### config.mk
export PLATFORM = sky130hd
export DESIGN_NAME = branch_predictor
export DESIGN_NICKNAME = d
export VERILOG_FILES = /design/src/rtl/branch_predictor.sv
export SDC_FILE = /design/constraint.sdc
export NUM_CORES = 2
export LEC_CHECK = 0
export ABC_AREA = 1
export BUFFER_PORTS_ARGS = -buffer_cell sky130_fd_sc_hd__clkbuf_2
export CORE_ASPECT_RATIO = 1.25
export CORE_MARGIN = 10
export CORE_UTILIZATION = 50
export CTS_CLUSTER_DIAMETER = 30
export CTS_CLUSTER_SIZE = 10
export DETAILED_ROUTE_END_ITERATION = 10
export PLACE_DENSITY = 0.67
export SYNTH_ARGS = -nofsm -noshare
export SYNTH_HDL_FRONTEND = slang
export SYNTH_SLANG_ARGS = --single-unit
### constraint.sdc
create_clock -name clk -period 10.6 [get_ports clk]
set_input_delay 1.06 -clock clk [delete_from_list [all_inputs] [get_ports clk]]
set_output_delay 1.06 -clock clk [all_outputs]
set_load 0.05 [all_outputs]
### src/rtl/branch_predictor.sv
// Direct-mapped BTB with 2-bit direction counters, misprediction flush and perf counters.
// Define BP_GSHARE_EN to move the counters into a GHR-xored pattern history table.
module branch_predictor #(
    parameter int ENTRIES  = 16,
    parameter int GHR_BITS = 4
) (
    input  logic        clk,
    input  logic        rst,
    input  logic [31:0] fetch_PC,
    output logic        hit,
    output logic        taken,
    output logic [31:0] pred_PC,
    input  logic        ex_valid,
    input  logic [31:0] ex_PC,
    input  logic        ex_is_branch,
    input  logic        ex_taken,
    input  logic [31:0] ex_target,
    input  logic        ex_pred_taken,
    input  logic [31:0] ex_pred_PC,
    output logic        flush,
    output logic [31:0] redirect_PC,
    output logic [31:0] branch_count,
    output logic [31:0] mispred_count
);
    localparam int IDX = $clog2(ENTRIES);
    localparam int TW  = 30 - IDX;

    logic [ENTRIES-1:0] valid_q;
    logic [ENTRIES-1:0] jump_q;
    logic [TW-1:0]      tag_q    [ENTRIES];
    logic [31:0]        target_q [ENTRIES];
    // Per-entry counters by default; the pattern history table under gshare.
    logic [1:0]         ctr_q    [ENTRIES];

    logic [IDX-1:0] f_idx, e_idx, f_cidx, e_cidx;
    logic [TW-1:0]  f_tag, e_tag;
    logic           e_hit;
    logic           mispredict;
    logic           unused_pc_bits;

    assign f_idx = fetch_PC[IDX+1:2];
    assign f_tag = fetch_PC[31:IDX+2];
    assign e_idx = ex_PC[IDX+1:2];
    assign e_tag = ex_PC[31:IDX+2];
    assign unused_pc_bits = ^{fetch_PC[1:0], ex_PC[1:0]};

`ifdef BP_GSHARE_EN
    logic [GHR_BITS-1:0] ghr_q;
    assign f_cidx = f_idx ^ IDX'(ghr_q);
    assign e_cidx = e_idx ^ IDX'(ghr_q);
`else
    logic [GHR_BITS-1:0] ghr_unused;
    assign ghr_unused = '0;
    assign f_cidx = f_idx;
    assign e_cidx = e_idx;
`endif

    assign hit     = valid_q[f_idx] && (tag_q[f_idx] == f_tag);
    assign taken   = hit && (jump_q[f_idx] || ctr_q[f_cidx][1]);
    assign pred_PC = taken ? target_q[f_idx] : fetch_PC + 32'd4;

    assign e_hit      = valid_q[e_idx] && (tag_q[e_idx] == e_tag);
    assign mispredict = ex_valid && ((ex_taken != ex_pred_taken) ||
                                     (ex_taken && (ex_pred_PC != ex_target)));

    assign flush       = mispredict && !rst;
    assign redirect_PC = ex_taken ? ex_target : ex_PC + 32'd4;

    always_ff @(posedge clk) begin
        if (rst) begin
            valid_q       <= '0;
            jump_q        <= '0;
            branch_count  <= '0;
            mispred_count <= '0;
            for (int i = 0; i < ENTRIES; i++) begin
                ctr_q[i] <= 2'b00;
            end
`ifdef BP_GSHARE_EN
            ghr_q <= '0;
`endif
        end else if (ex_valid) begin
            if (branch_count != 32'hFFFF_FFFF) begin
                branch_count <= branch_count + 32'd1;
            end
            if (mispredict && (mispred_count != 32'hFFFF_FFFF)) begin
                mispred_count <= mispred_count + 32'd1;
            end
            if (e_hit) begin
                if (ex_taken) begin
                    target_q[e_idx] <= ex_target;
                    if (ctr_q[e_cidx] != 2'b11) begin
                        ctr_q[e_cidx] <= ctr_q[e_cidx] + 2'b01;
                    end
                end else if (ctr_q[e_cidx] != 2'b00) begin
                    ctr_q[e_cidx] <= ctr_q[e_cidx] - 2'b01;
                end
            end else if (ex_taken) begin
                // Direct-mapped: a conflicting tag is simply replaced.
                valid_q[e_idx]  <= 1'b1;
                tag_q[e_idx]    <= e_tag;
                target_q[e_idx] <= ex_target;
                jump_q[e_idx]   <= !ex_is_branch;
                ctr_q[e_cidx]   <= ex_is_branch ? 2'b10 : 2'b11;
            end
`ifdef BP_GSHARE_EN
            if (ex_is_branch) begin
                ghr_q <= (ghr_q << 1) | GHR_BITS'(ex_taken);
            end
`endif
        end
    end
endmodule
Yosys cells after proc, flatten, opt, wreduce, memory -nomap -nowiden
Memory sizes are Yosys's and may differ from the RTL's.
Cells that the tools add are included.
- input port bits: 134
- RAM bits: 960
- memories: 3
- ROM bits: 0
- register bits: 96
- word-level logic and storage cells: 86
- bits in latches: 0
- div/mod/pow operators: 0
- bitwise logic cells: 5
- shift operators: 0
- order comparisons: 3
- reduce and logical (&&, ||, !) cells: 17
- add/sub/neg operators: 6
- multiplexer cells: 41
- multipliers: 0
- equality and inequality tests: 7
- memories (name ; depth ; width ; read ports ; clocked after memory_dff ; wr ports ; RTL line ; text):
    target_q ; 16 ; 32 ; 1 ; 0 ; 1 ; 31 ; logic [31:0] target_q [ENTRIES];
    tag_q ; 16 ; 26 ; 2 ; 0 ; 1 ; 30 ; logic [TW-1:0] tag_q [ENTRIES];
    ctr_q ; 16 ; 2 ; 2 ; 0 ; 16 ; 33 ; logic [1:0] ctr_q [ENTRIES];
- operator list (kind ; number):
    two-way mux 32 bit ; 3
    adder 32 x 1 -> 32 bit, second input constant ; 2
    adder 32 x 3 -> 32 bit, second input constant ; 2
    != test 32 bit, second input constant ; 2
    equality test 26 bit ; 2
    != test 32 bit ; 1
    two-way mux 1 bit ; 29
    bitwise mux 16 bit ; 1
    bitwise OR 16 bit ; 1
    binary-select mux 1 bit (select 4 bit) ; 3
    less-than comparator 4 x 5 -> 1 bit, second input constant ; 2
    logical AND 1 bit ; 8
    two-way mux 2 bit ; 3
    demux 1 bit (select 4 bit) ; 1
    >= comparator 4 x 1 -> 1 bit, second input constant ; 1
    two-way mux 4 bit ; 1
    AND reduction 2 bit ; 2
    bitwise OR 1 bit ; 3
    AND reduction 3 bit ; 1
    adder 2 x 1 -> 2 bit, second input constant ; 1
    logical NOT 1 bit ; 2
    logical OR 1 bit ; 2
    != test 2 bit, second input constant ; 1
    nonzero test 2 bit ; 1
    4 further kinds ; 4

Logic depth before layout (Yosys ltp)
An unclocked memory read counts as a cell.
- depth after elaboration: 12
- gate-level depth with buffers: 23

Worst setup path after synthesis
Ideal clock, no wire load.
- kind: input to output
- start: input port fetch_PC[2]
- end: output port pred_PC[18]
- slack: 5230 ps
- data arrival time: 4310 ps
- stages on the path: 16
- path buffers: 4
- cells stage by stage: buf_4 buf_6 buf_2 a21oi_1 o21ai_0 nand3_1 nand3_1 nand2_1 xor2_1 nand2_1 nor2_1 nand3_1 nor2_2 nand2_1 clkbuf_1 o21ai_0
- cells in the longest elaborated chain, start to end: 5
- RTL lines (item ; RTL line ; text):
    start, declared ; 9 ; input logic [31:0] fetch_PC,
    memory (16 x 26 bit) / binary-select mux 1 bit (select 4 bit) (equally long branches) ; -- ;
    equality test 26 bit / two-way mux 1 bit (equally long branches) ; 58 ; assign hit = valid_q[f_idx] && (tag_q[f_idx] == f_tag);
    logical AND 1 bit (*) ; 58 ;
    via hit ; 10 ; output logic hit,
    logical AND 1 bit (*) ; 59 ; assign taken = hit && (jump_q[f_idx] || ctr_q[f_cidx][1]);
    two-way mux 32 bit (*) ; 60 ; assign pred_PC = taken ? target_q[f_idx] : fetch_PC + 32'd4;
    end, declared ; 12 ; output logic [31:0] pred_PC,
Mark *: on every way through the listed nets, which the timed path passes. The rest lies on a longest branch. The select of a mux whose other input is x is not followed.

Worst setup path in the final report
- start: input port fetch_PC[2]
- end: output port pred_PC[25]
- cells in the longest elaborated chain, start to end: 5
- RTL lines (item ; RTL line):
    memory (16 x 26 bit), or another cell as far along ; --
    equality test 26 bit, or another cell as far along ; 58
    logical AND 1 bit / logical OR 1 bit (equally long branches) ; 58, 59
    logical AND 1 bit ; 59
    two-way mux 32 bit (*) ; 60
Every way passes the cells marked *; elsewhere a longest branch is shown, timed or not. The select of a mux whose other input is x is not followed.

==> run metrics <==
Syn Area/Cell=9.14 µm²; max-cap violation count=0; CTS tree=yes; Crit Path Class=in -> out; cts hold-fix bufs=0; Die Span Y=380 µm; Yosys cell types=52; Total GRT Usage=29.8%; die footprint=117000 µm²; Area Overhead vs Synth=15.5%; CTS H-tree depth=4; Hold Violations, Final=0; sequential cell area fraction in the yosys report=59.4%; Detail Placement HPWL=110000 µm; Yosys reg bits=1056; Routed WL=180000 µm; CTS Sinks=1056; min Tclk post-route=7.23 ns; Hold Slack=0.458 ns; CTS Buffer Depth=3; Max Freq=0.138 GHz; unrepaired setup endpoints after global routing=no; Worst Clk Skew=0.0374 ns; CTS buffer count=170; critical path required time=9.54 ns; Post-Synthesis Net Count=5809; GPL Wtd Cong=0.994; Hold Crit Class=reg -> reg; Setup Buffers After CTS=0; Final TNS setup=0 ns; antenna violations before repair=15; First-pass DRT Iterations=7; post-route DRC violation count=0; clock tree root buffer cell=clkbuf_16; Pwr Density=185 nW/µm²; Seq. cell area=30700 µm²; vias=43.4k; Post-synth EDFFs=960; Clk Latency, worst-skew pair=0.80 ns; mapped cell area=51800 µm²; Synth Flop Type=edfxtp_1; Port Buffers=264; multi-input logic area=17600 µm²; crit share post-route=68.3%; CP Launch Type=input pin; Initial Util=50.6%; fillers=8649; Final nets=5992; outcome=completed; FP Rows=131; Crit. End Element=output pin; share of layout cells above drive strength 1=11.3%; Worst Tran Pin Value=1.22 ns; Core ar.=102000 µm²; Post-synth ARST share=0%; WL/cell=24.5 µm; final setup fails=0; post_cts resized=0; normalized max-slew margin=18.7%; Max IR drop VDD=0.177 mV; max-slew violation count=0; global-route wire length before repair=261000 µm; Post-DRT Antenna Nets=0; Die X=308 µm; largest net degree at the start of global routing=200; vias in the first global route=40.4k; vias per inst=5.93; yosys warns=0; I/O pins=265; Clock transition at path regs=0.04 ns; total global routing overflow=0; worst path arrival time=6.17 ns; CP max FO=199; Iter 0 DRT Violations=5763; Static Leak=23.4 nW; synthesized instance count=5668
[sequential cells by signal, summed over array words and instances (netlist names)]
signal,cells
ctr_q,32
jump_q,16
tag_q,416
valid_q,16
target_q,512
mispred_count,32
branch_count,32
[worst max-delay path: stages]
cell and delay, ns:
buf_8 0.41, buf_12 0.49, buf_4 0.82, o21ai_0 0.19, o21ai_0 0.19, nand2_1 0.07, nand2_1 0.15, inv_1 0.09
nand2_1 0.06, nand2_1 0.05, nand2_1 0.18, nand3_1 0.11, nor2_1 0.11, nand3_1 0.09, nor2_2 0.35, nand2_2 0.53
o21ai_0 0.37, clkbuf_2 0.33
[power breakdown]
part	switching [mW]	internal, mW	total [mW]
Sequential	0.00992	4.58	4.59
Clock	2.00	3.51	5.51
Combinational	0.741	0.224	0.966
[routing by layer]
layer  GRT usage (%)  up-vias  wire length, µm
met5               0        -              115
li1                -    19700                -
met2            46.6     2634            82800
met1            38.1    20600            66800
met3            8.15      467            21700
met4            13.8       18             8260
[per-stage QoR]
step / std cells / instance area [µm²] / util (%) / setup WS [ns] / power [mW]
2_1_floorplan: 5668 / 51800 / - / 5.23 / 5.23
3_3_place_gp: 7009 / 54100 / 52.8 / 3.85 / 5.60
4_1_cts: 7312 / 59800 / 58.4 / 3.68 / 11.1
5_1_grt: 7315 / 59800 / 58.4 / 3.02 / 11.4
3_5_place_dp: 7009 / 54100 / 52.8 / 3.67 / 5.61
6_report: 7318 / 59800 / 58.4 / 3.37 / 11.1
[cell usage after synthesis (9+ instances only)]
cell	n	area share, %
o21ai_1	21	0.20
buf_1	10	0.072
buf_4	29	0.42
o21ai_0	587	5.7
o211a_1	11	0.21
clkbuf_1	156	1.1
nand2_1	1313	9.5
o221ai_1	44	0.74
nand4_1	46	0.56
xor2_1	76	1.3
a32o_1	10	0.19
dfxtp_1	96	3.7
o211ai_1	54	0.78
nand3_1	337	3.3
buf_2	113	1.1
inv_1	565	4.1
buf_6	16	0.35
edfxtp_1	960	56
nor4_1	19	0.23
nor3_1	64	0.62
nor2_2	9	0.11
o22ai_1	89	1.1
a21oi_1	264	2.6
nor2_1	675	4.9
a221oi_1	14	0.24
[cell usage in the layout, fill, tap and decap left out, drive strengths merged, types with 2 or more instances in the layout]
cell type  Yosys  layout
nand2       1318    1318
edfxtp       960     960
nor2         687     687
o21ai        609     609
inv          572     585
clkbuf       156     451
nand3        342     342
a21oi        264     264
dfxtp         96      96
o22ai         89      89
xor2          76      76
buf          168      76
nor3          67      67
clkinv         4      60
o211ai        54      54
nand4         46      46
o221ai        44      44
bufinv         0      22
clkinvlp       0      20
nor4          19      19
a221oi        14      14
o211a         11      11
a32o          10      10
xnor2          8       8
o311ai         8       8
nor3b          8       8
ha             7       7
diode          0       6
a31oi          5       5
nand3b         5       5
or2            5       5
a211oi         4       4
o31ai          3       3
o21bai         2       2
o21a           2       2
[final timing paths]
| check | end | depth (start not counted) | from | slack, ns |
|---|---|---|---|---|
| worst max-delay path | pred_PC[25] | 18 | fetch_PC[2] | 3.37 |
| worst min-delay path | jump_q[4] | 2 | jump_q[4] | 0.46 |
| worst max register to register | ctr_q[1][1] | 16 | tag_q[8][25] | 6.45 |
| worst min register to register | jump_q[4] | 2 | jump_q[4] | 0.46 |
[cell families after synthesis]
logic type | after synthesis | share of synthesized area (%)
compound gates | 1121 | 12.1
xor+xnor | 84 | 1.42
fa+ha+maj | 7 | 0.169
buf+inv | 900 | 7.24
flops | 1056 | 59.4
simple gates | 2500 | 19.7
[layout make-up]
type | instances | share of cell area, %
flip-flops and latches | 1056 | 51.4
multi-input cells | 3712 | 29.4
clock buffers | 192 | 7.32
inverters | 576 | 3.65
repair buffers | 335 | 3.22
well taps | 1330 | 2.78
clock inverters | 111 | 2.21
diodes | 6 | 0.0251
Power figures use the tool's default switching activity.
